<file path="src/rtl/mem_accesser.sv">
// Memory-access stage: byte/half/word loads and stores over a req/gnt/rvalid port, ALU pass-through.
// Optional macro MEM_MISALIGN_TRAP_EN turns misaligned half/word accesses into faults instead of aligning them.
module mem_accesser #(
  parameter int unsigned MEM_TIMEOUT = 0
) (
  input  logic        CLK,
  input  logic        RSTN,
  input  logic        IN_VALID,
  output logic        IN_READY,
  input  logic        IS_LOAD,
  input  logic        IS_STORE,
  input  logic [2:0]  FUNCT3,
  input  logic [4:0]  RD,
  input  logic [31:0] EXEC_RESULT,
  input  logic [31:0] RS2_VAL,
  output logic        MEM_REQ,
  output logic        MEM_WE,
  output logic [31:0] MEM_ADDR,
  output logic [31:0] MEM_WDATA,
  output logic [3:0]  MEM_WSTRB,
  input  logic        MEM_GNT,
  input  logic        MEM_RVALID,
  input  logic [31:0] MEM_RDATA,
  output logic        OUT_VALID,
  output logic        OUT_WE,
  output logic [4:0]  OUT_RD,
  output logic [31:0] OUT_DATA,
  output logic        ERR
);

  typedef enum logic [1:0] {S_IDLE, S_REQ, S_WAIT_R} state_t;

  state_t      r_state, w_state_nxt;
  logic [31:0] r_cnt;
  logic [2:0]  r_funct3;
  logic [4:0]  r_rd;
  logic [1:0]  r_off;

  logic        r_mem_req, r_mem_we, r_out_valid, r_out_we, r_err;
  logic [31:0] r_mem_addr, r_mem_wdata, r_out_data;
  logic [3:0]  r_mem_wstrb;
  logic [4:0]  r_out_rd;

  logic        w_mem_req_nxt, w_mem_we_nxt, w_out_valid_nxt, w_out_we_nxt, w_err_nxt;
  logic [31:0] w_mem_addr_nxt, w_mem_wdata_nxt, w_out_data_nxt;
  logic [3:0]  w_mem_wstrb_nxt;
  logic [4:0]  w_out_rd_nxt;

  logic        w_accept, w_is_mem, w_is_st, w_illegal, w_misalign, w_fault, w_go_mem, w_tmo;
  logic [7:0]  w_byte;
  logic [15:0] w_half;
  logic [31:0] w_load_val;

  assign IN_READY = (r_state == S_IDLE);
  assign w_accept = IN_READY && IN_VALID;
  assign w_is_mem = IS_LOAD | IS_STORE;
  assign w_is_st  = IS_STORE & ~IS_LOAD;
  assign w_illegal = w_is_st ? (FUNCT3 >= 3'd3)
                             : ((FUNCT3 == 3'b011) || (FUNCT3[2:1] == 2'b11));
`ifdef MEM_MISALIGN_TRAP_EN
  assign w_misalign = ((FUNCT3[1:0] == 2'b01) && EXEC_RESULT[0]) ||
                      ((FUNCT3[1:0] == 2'b10) && (EXEC_RESULT[1:0] != 2'b00));
`else
  assign w_misalign = 1'b0;
`endif
  assign w_fault  = w_is_mem & (w_illegal | w_misalign);
  assign w_go_mem = w_is_mem & ~w_fault;
  assign w_tmo    = (MEM_TIMEOUT != 0) && (r_cnt == MEM_TIMEOUT - 1);

  always_comb begin
    w_byte = MEM_RDATA[7:0];
    unique case (r_off)
      2'd0: w_byte = MEM_RDATA[7:0];
      2'd1: w_byte = MEM_RDATA[15:8];
      2'd2: w_byte = MEM_RDATA[23:16];
      2'd3: w_byte = MEM_RDATA[31:24];
      default: w_byte = MEM_RDATA[7:0];
    endcase
    w_half = r_off[1] ? MEM_RDATA[31:16] : MEM_RDATA[15:0];
    unique case (r_funct3)
      3'b000:  w_load_val = {{24{w_byte[7]}}, w_byte};
      3'b100:  w_load_val = {24'd0, w_byte};
      3'b001:  w_load_val = {{16{w_half[15]}}, w_half};
      3'b101:  w_load_val = {16'd0, w_half};
      default: w_load_val = MEM_RDATA;
    endcase
  end

  always_ff @(posedge CLK or negedge RSTN) begin
    if (!RSTN) begin
      r_state  <= S_IDLE;
      r_cnt    <= '0;
      r_funct3 <= '0;
      r_rd     <= '0;
      r_off    <= '0;
    end else begin
      r_state <= w_state_nxt;
      r_cnt   <= (r_state == S_IDLE) ? '0 : r_cnt + 32'd1;
      if (w_accept && w_go_mem) begin
        r_funct3 <= FUNCT3;
        r_rd     <= RD;
        r_off    <= EXEC_RESULT[1:0];
      end
    end
  end

  always_comb begin
    w_state_nxt = r_state;
    unique case (r_state)
      S_IDLE:   if (w_accept && w_go_mem) w_state_nxt = S_REQ;
      S_REQ:    if (MEM_GNT) w_state_nxt = r_mem_we ? S_IDLE : S_WAIT_R;
                else if (w_tmo) w_state_nxt = S_IDLE;
      S_WAIT_R: if (MEM_RVALID || w_tmo) w_state_nxt = S_IDLE;
      default:  w_state_nxt = S_IDLE;
    endcase
  end

  // Next values of the registered outputs; request fields hold unless a new access is issued.
  always_comb begin
    w_mem_req_nxt   = r_mem_req;
    w_mem_we_nxt    = r_mem_we;
    w_mem_addr_nxt  = r_mem_addr;
    w_mem_wdata_nxt = r_mem_wdata;
    w_mem_wstrb_nxt = r_mem_wstrb;
    w_out_valid_nxt = 1'b0;
    w_out_we_nxt    = 1'b0;
    w_err_nxt       = 1'b0;
    w_out_rd_nxt    = r_out_rd;
    w_out_data_nxt  = r_out_data;
    unique case (r_state)
      S_IDLE: if (w_accept) begin
        w_out_rd_nxt = RD;
        if (!w_is_mem) begin
          w_out_valid_nxt = 1'b1;
          w_out_data_nxt  = EXEC_RESULT;
          w_out_we_nxt    = (RD != 5'd0);
        end else if (w_fault) begin
          w_out_valid_nxt = 1'b1;
          w_err_nxt       = 1'b1;
          w_out_data_nxt  = w_misalign ? EXEC_RESULT : '0;
        end else begin
          w_mem_req_nxt   = 1'b1;
          w_mem_we_nxt    = w_is_st;
          w_mem_addr_nxt  = {EXEC_RESULT[31:2], 2'b00};
          w_mem_wdata_nxt = '0;
          w_mem_wstrb_nxt = '0;
          if (w_is_st) begin
            unique case (FUNCT3[1:0])
              2'b00: begin
                w_mem_wstrb_nxt = 4'b0001 << EXEC_RESULT[1:0];
                w_mem_wdata_nxt = {4{RS2_VAL[7:0]}};
              end
              2'b01: begin
                w_mem_wstrb_nxt = 4'b0011 << {EXEC_RESULT[1], 1'b0};
                w_mem_wdata_nxt = {2{RS2_VAL[15:0]}};
              end
              default: begin
                w_mem_wstrb_nxt = 4'b1111;
                w_mem_wdata_nxt = RS2_VAL;
              end
            endcase
          end
        end
      end
      S_REQ: if (MEM_GNT) begin
        w_mem_req_nxt = 1'b0;
        if (r_mem_we) begin
          w_out_valid_nxt = 1'b1;
          w_out_rd_nxt    = r_rd;
        end
      end else if (w_tmo) begin
        w_mem_req_nxt   = 1'b0;
        w_out_valid_nxt = 1'b1;
        w_err_nxt       = 1'b1;
        w_out_rd_nxt    = r_rd;
      end
      S_WAIT_R: if (MEM_RVALID) begin
        w_out_valid_nxt = 1'b1;
        w_out_data_nxt  = w_load_val;
        w_out_rd_nxt    = r_rd;
        w_out_we_nxt    = (r_rd != 5'd0);
      end else if (w_tmo) begin
        w_out_valid_nxt = 1'b1;
        w_err_nxt       = 1'b1;
        w_out_rd_nxt    = r_rd;
      end
      default: ;
    endcase
  end

  always_ff @(posedge CLK or negedge RSTN) begin
    if (!RSTN) begin
      r_mem_req   <= 1'b0;
      r_mem_we    <= 1'b0;
      r_mem_addr  <= '0;
      r_mem_wdata <= '0;
      r_mem_wstrb <= '0;
      r_out_valid <= 1'b0;
      r_out_we    <= 1'b0;
      r_err       <= 1'b0;
      r_out_rd    <= '0;
      r_out_data  <= '0;
    end else begin
      r_mem_req   <= w_mem_req_nxt;
      r_mem_we    <= w_mem_we_nxt;
      r_mem_addr  <= w_mem_addr_nxt;
      r_mem_wdata <= w_mem_wdata_nxt;
      r_mem_wstrb <= w_mem_wstrb_nxt;
      r_out_valid <= w_out_valid_nxt;
      r_out_we    <= w_out_we_nxt;
      r_err       <= w_err_nxt;
      r_out_rd    <= w_out_rd_nxt;
      r_out_data  <= w_out_data_nxt;
    end
  end

  assign MEM_REQ   = r_mem_req;
  assign MEM_WE    = r_mem_we;
  assign MEM_ADDR  = r_mem_addr;
  assign MEM_WDATA = r_mem_wdata;
  assign MEM_WSTRB = r_mem_wstrb;
  assign OUT_VALID = r_out_valid;
  assign OUT_WE    = r_out_we;
  assign OUT_RD    = r_out_rd;
  assign OUT_DATA  = r_out_data;
  assign ERR       = r_err;

endmodule
</file>
<file path="config.mk">
export PLATFORM = sky130hd
export DESIGN_NAME = mem_accesser
export DESIGN_NICKNAME = d
export VERILOG_FILES = /design/src/rtl/mem_accesser.sv
export SDC_FILE = /design/constraint.sdc
export NUM_CORES = 1
export LEC_CHECK = 0
export ABC_AREA = 1
export CAP_MARGIN = 25
export CORE_MARGIN = 5
export CORE_UTILIZATION = 40
export CTS_BUF_LIST = sky130_fd_sc_hd__clkbuf_2 sky130_fd_sc_hd__clkbuf_4 sky130_fd_sc_hd__clkbuf_8
export CTS_CLUSTER_SIZE = 40
export DETAILED_ROUTE_END_ITERATION = 6
export PLACE_DENSITY = 0.74
export SLEW_MARGIN = 25
export SYNTH_ARGS = -nofsm -noshare
export SYNTH_HDL_FRONTEND = slang
export SYNTH_SLANG_ARGS = --single-unit
</file>
<file path="constraint.sdc">
create_clock -name CLK -period 2.4 [get_ports CLK]
set_clock_uncertainty 0.2 [all_clocks]
set_input_delay 0.72 -clock CLK [delete_from_list [all_inputs] [get_ports CLK]]
set_output_delay 0.72 -clock CLK [all_outputs]
set_load 0.01 [all_outputs]
</file>
Word level (Yosys, flattened, before mapping) --
Cells that the tools add are included.
Word-level totals: output and inout bits 111, register bits after elaboration 120, word-level logic and storage cells 101, bits of input ports 111
Cells by class: reductions and logical operators 17, shift-type cells 2, magnitude comparators 1, bitwise gates (word level) 6, eq/ne operators 19, mux-type cells 42
Operators by type and width (count):
- 32-bit two-way mux | 5
- 32-bit one-hot mux with 2 select lines | 2
- 32-bit one-hot mux with 4 select lines | 1
- 8-bit one-hot mux with 4 select lines | 1
- 5-bit two-way mux | 4
- 1-bit two-way mux | 17
- 16-bit two-way mux | 1
- 5-bit one-hot mux with 3 select lines | 1
- 5-bit AND reduction | 2
- 5-bit nonzero test | 2
- 2-bit equality test, second input constant | 4
- 2-bit two-way mux | 4
- 2-bit inequality test, second input constant | 4
- 4-bit one-hot mux with 2 select lines | 1
- 4-bit AND reduction | 2
- 2-bit by 1-bit equality test with 1-bit output, second input constant | 3
- 3-bit equality test, second input constant | 2
- 2-bit logical NOT | 3
- 2-bit by 1-bit inequality test with 1-bit output, second input constant | 3
- 2-bit one-hot mux with 3 select lines | 1
- 4-bit two-way mux | 1
- 1-bit one-hot mux with 2 select lines | 2
- 2-bit nonzero test | 2
- 1-bit by 2-bit left shift with 4-bit output, first input constant | 1
- other kinds (14) | 18

Depth between registers and ports, before layout --
depth after elaboration 9, mapped depth 10, gate-level depth less buffers 9

Worst setup path before layout --
No wires, ideal clock.
path kind in2reg, from input IS_STORE, to register r_out_data[12], in the netlist OUT_DATA[12], arrival 1.715 ns, required time 2.083 ns, path buffers 2, stages 8, slack 0.367 ns, library setup time 0.117 ns, path through nor2_1 -> inv_2 -> nand4_2 -> nand2_1 -> buf_4 -> buf_6 -> nand2_1 -> nand2_1
Between the ends: cells in the longest elaborated chain, start to end 5, elaborated cells between the ends (all ways) 9, classes of those cells 1 x eq/ne; 4 x mux; 3 x bitwise; 1 x reduce/logical
Ends and longest elaborated chain:
- from (decl) | RTL line 11 | input logic IS_STORE,
- 1-bit bitwise AND | RTL line 57 | assign w_is_st = IS_STORE & ~IS_LOAD;
- 1-bit two-way mux | RTL line 58 | assign w_illegal = w_is_st ? (FUNCT3 >= 3'd3)
- 1-bit bitwise AND | RTL line 66 | assign w_fault = w_is_mem & (w_illegal | w_misalign);
- 3-bit by 2-bit inequality test with 1-bit output (no line)
- 4-bit AND reduction (no line)
- to (signal assigned) | RTL line 213 | r_out_data <= w_out_data_nxt;
- to (decl) | RTL line 40 | logic [31:0] r_mem_addr, r_mem_wdata, r_out_data;
Parallel ways exist; a longest one is shown, timed or not. The select of a mux whose other input is x is not followed. A chain may end at the register's enable or synchronous reset.

Worst setup path after layout --
from register r_mem_wdata[19], in the netlist MEM_WDATA[19], to output MEM_WDATA[19]
RTL lines:
- from (decl) | RTL line 40
- from (signal assigned) | RTL line 207 | r_mem_wdata <= w_mem_wdata_nxt;
- to (decl) | RTL line 19 | output logic [31:0] MEM_WDATA,
No word-level cell between the ends.

==> impl_metrics.py <==
metrics = {
    "synth": {
        "synth-compound-area-share_pct": 13.8,
        "synthXorXnorAreaFrac_pct": 0,
        "synth_ff_type": "dfrtp_1",
        "synthSimpleGateAreaFrac_pct": 28.1,
        "synthMuxAreaShare_pct": 0.490,
        "syn-mean-instance-area_um2": 7.53,
        "synthAdderAreaFrac_pct": 1.02,
        "synth.ff_latch_count": 120,
        "synth_top_family_by_area": "simple AND/OR/NAND/NOR gates",
        "syn_area_um2": 6130,
        "synth-seq-area-share_pct": 49.0,
        "synth.distinct_cells": 32,
        "yosysWarningCount": 0,
        "synth_edf_count": 0,
        "netlist_instances": 814,
        "async_flop_share_pct": 100,
    },
    "global_route": {
        "grt_antenna_before_repair": 0,
        "gr-usage-all-layers_pct": 22.8,
        "grt_pass1_vias": 6052,
        "grt-ovfl-total": 0,
        "grt_max_degree": 55,
        "grt_pass1_wl_um": 32100,
    },
    "sta": {
        "period_share_pct": 97.0,
        "setup_viol": 0,
        "worst_pin_slew_ps": 657,
        "max-slew-margin-rel_pct": 56.1,
        "slew_viol_final": 0,
        "finalCriticalPeriod_ps": 2330,
        "hold_violations": 0,
        "fmax_ghz": 0.429,
        "layout_setup_ws_ps": 70.9,
        "rsz0062_at_grt": "false",
    },
    "job": {
        "maxCapViolations": 0,
    },
    "clock_tree": {
        "cts_sinks": 120,
        "cts_tree": "done",
        "clk_latency_ps": 450,
        "postCtsHoldBufs": 0,
        "cts_root_buf": "clkbuf_8",
        "numCtsBuffers": 17,
        "clockBufferDepth": 2,
        "clkSlewWorstSetupHoldPaths_ps": 70,
        "ctsHtreeMaxLevel": 4,
    },
    "power": {
        "p_total_w": 0.0107,
        "leakagePower_nw": 4.43,
        "p_per_area_nw_per_um2": 1160,
        "irDropWorstVdd_mv": 0.431,
    },
    "cells_and_area": {
        "nets": 1170,
        "drive_gt1_share_pct": 9.56,
        "diodes": 0,
        "final_common_cell": "nand2_1",
        "nFillCells": 1348,
        "layout_common_cells": "nand2_1 (302), clkdlybuf4s50_1 (217), dfrtp_1 (120), o21ai_0 (84), nor2_1 (64)",
        "multiInputGateArea_um2": 2670,
        "final_core_util_pct": 61.2,
        "area_growth_pct": 50.7,
        "area.sequential_um2": 3000,
        "fin_cells": 1255,
        "fin_area_um2": 9230,
    },
    "critical_path": {
        "crit_fanout": 2,
        "endpoint": "MEM_WDATA[19]",
        "r2r-end": "OUT_DATA[8]$_DFFE_PN0P_",
        "reg2reg_from": "r_state[0]$_DFFE_PN0P_",
        "crit_path_cell_trace": "clkdlybuf4s50_1",
        "reg2reg_slack_ps": 340,
        "cp_slowest_stage_delay_ps": 560,
        "crit_buf_inv": 1,
        "cp.arrival_ps": 1410,
        "crit_family": "buffers and inverters",
        "required_ps": 1480,
        "cp-startpoint": "MEM_WDATA[19]$_DFFE_PN0P_",
        "slowest_stage": "clkdlybuf4s50_1",
        "worst-setup-path-type": "register to primary output",
        "reg2reg_depth": 10,
        "end_kind": "primary output",
        "crit_cells": 1,
        "startpoint_type": "register",
    },
    "drt": {
        "routed_wl_um": 20400,
        "vias": 6255,
        "dr.pass1.iters": 5,
        "post_drt_wl_per_cell_um": 16.3,
        "dr.first_iter.drc_count": 414,
        "vias_per_cell": 4.98,
        "ant_nets": 0,
        "drc": 0,
    },
    "placed_design": {
        "placedCellCount": 1222,
        "place_congestion": 0.877,
        "portBuffers": 219,
        "place_area_um2": 8780,
        "hpwlAfterDp_um": 15500,
        "dp_worst_setup_slack_ps": -469,
    },
    "floorplanning": {
        "pin_count": 222,
        "placementRows": 45,
        "core_um2": 15100,
        "die_area_um2": 17900,
        "die_h_um": 134,
        "initial_core_util_pct": 40.6,
        "fp.dieW_um": 134,
    },
    "run_status": {
        "status": "finished, final reports clean",
    },
    "hold_path": {
        "hold_class": "input port to asynchronous set/reset pin",
    },
}
==> power by group <==
group	internal (W)	switching, W	leakage (nW)
clock network	0.00119	0.000861	0.214
registers	0.00286	0.000540	1.55
logic	0.00253	0.00271	2.67
total	0.00658	0.00411	4.43
==> logic make-up (layout without fill, tap and decap cells) <==
family / after synthesis / after routing
flip-flops: 120 / 120
adder cells (fa/ha/maj): 5 / 5
AO/OA/AOI/OAI: 153 / 153
buffers and inverters: 104 / 356
AND/OR/NAND/NOR: 428 / 428
other: 1 / 2
multiplexers: 3 / 3
==> flip-flops by register name, indices dropped and copies added (netlist names) <==
signal	cells
MEM_WDATA	32
OUT_DATA	32
MEM_ADDR	30
OUT_RD	5
r_rd	5
MEM_WSTRB	4
r_funct3	3
r_off	2
r_state	2
ERR	1
MEM_REQ	1
MEM_WE	1
OUT_VALID	1
OUT_WE	1
==> synthesized netlist by cell type (2+ instances only) <==
cell type    n  share of area (%)
a21oi_1     43                3.5
buf_1        2               0.12
buf_2       19                1.6
buf_4        4               0.49
buf_6        4               0.74
clkbuf_1    16               0.98
clkinv_1     2               0.12
dfrtp_1    120                 49
ha_1         5                1.0
inv_1       53                3.2
inv_2        4               0.25
mux2i_1      3               0.49
nand2_1    302                 19
nand3_1     50                4.1
nand4_1      4               0.41
nor2_1      65                4.0
nor2_2       2               0.20
o211ai_1     3               0.37
o21ai_0     84                6.9
o21ai_2     10                1.4
o221ai_1     3               0.43
o22ai_1      6               0.61
==> metrics by stage <==
step / TNS, ps / hold WS (ps)
2_1_floorplan: 0 / 224
3_3_place_gp: -15320 / 261
3_5_place_dp: -17990 / 265
4_1_cts: 0 / 7.57
5_1_grt: 0 / 40.9
6_report: 0 / 27.6
==> per-layer routing <==
| layer | track usage, % | routed length [um] | share of wire (%) | up-vias |
|---|---|---|---|---|
| met3 | 7.02 | 1950 | 9.6 | 27 |
| met4 | 6.97 | 338 | 1.7 | 0 |
| li1 | - | - | - | 3085 |
| met5 | 0 | 0 | 0 | - |
| met1 | 29.0 | 8490 | 42 | 2873 |
| met2 | 37.2 | 9660 | 47 | 270 |
==> how the worst min path moves through the flow <==
stage	endpoint	startpoint	slack, ps	depth (start not counted)
detailed placement	MEM_ADDR[6]$_DFFE_PN0P_	MEM_ADDR[6]$_DFFE_PN0P_	260	2
global placement	MEM_ADDR[6]$_DFFE_PN0P_	MEM_ADDR[6]$_DFFE_PN0P_	260	2
finish	MEM_ADDR[20]$_DFFE_PN0P_	RSTN	30	1
floorplan	ERR$_DFF_PN0_	RSTN	220	0
CTS	MEM_ADDR[20]$_DFFE_PN0P_	RSTN	8	1
global route	MEM_ADDR[20]$_DFFE_PN0P_	RSTN	40	1
==> timing repair <==
item	in CTS	in global routing
setup endpoints to repair	1	2
gates resized for setup	3	1
pin swaps	0	0
setup buffers	0	1
==> cell type report <==
| cell class | count | share of cell area [%] |
|---|---|---|
| inverter | 59 | 2.40 |
| clock buffer | 20 | 2.91 |
| multi-input combinational | 591 | 28.9 |
| clock inverter | 12 | 1.88 |
| sequential | 120 | 32.5 |
| timing repair buffer | 265 | 28.8 |
| tap | 188 | 2.55 |
Note: power is estimated with default switching activity, not from simulation.
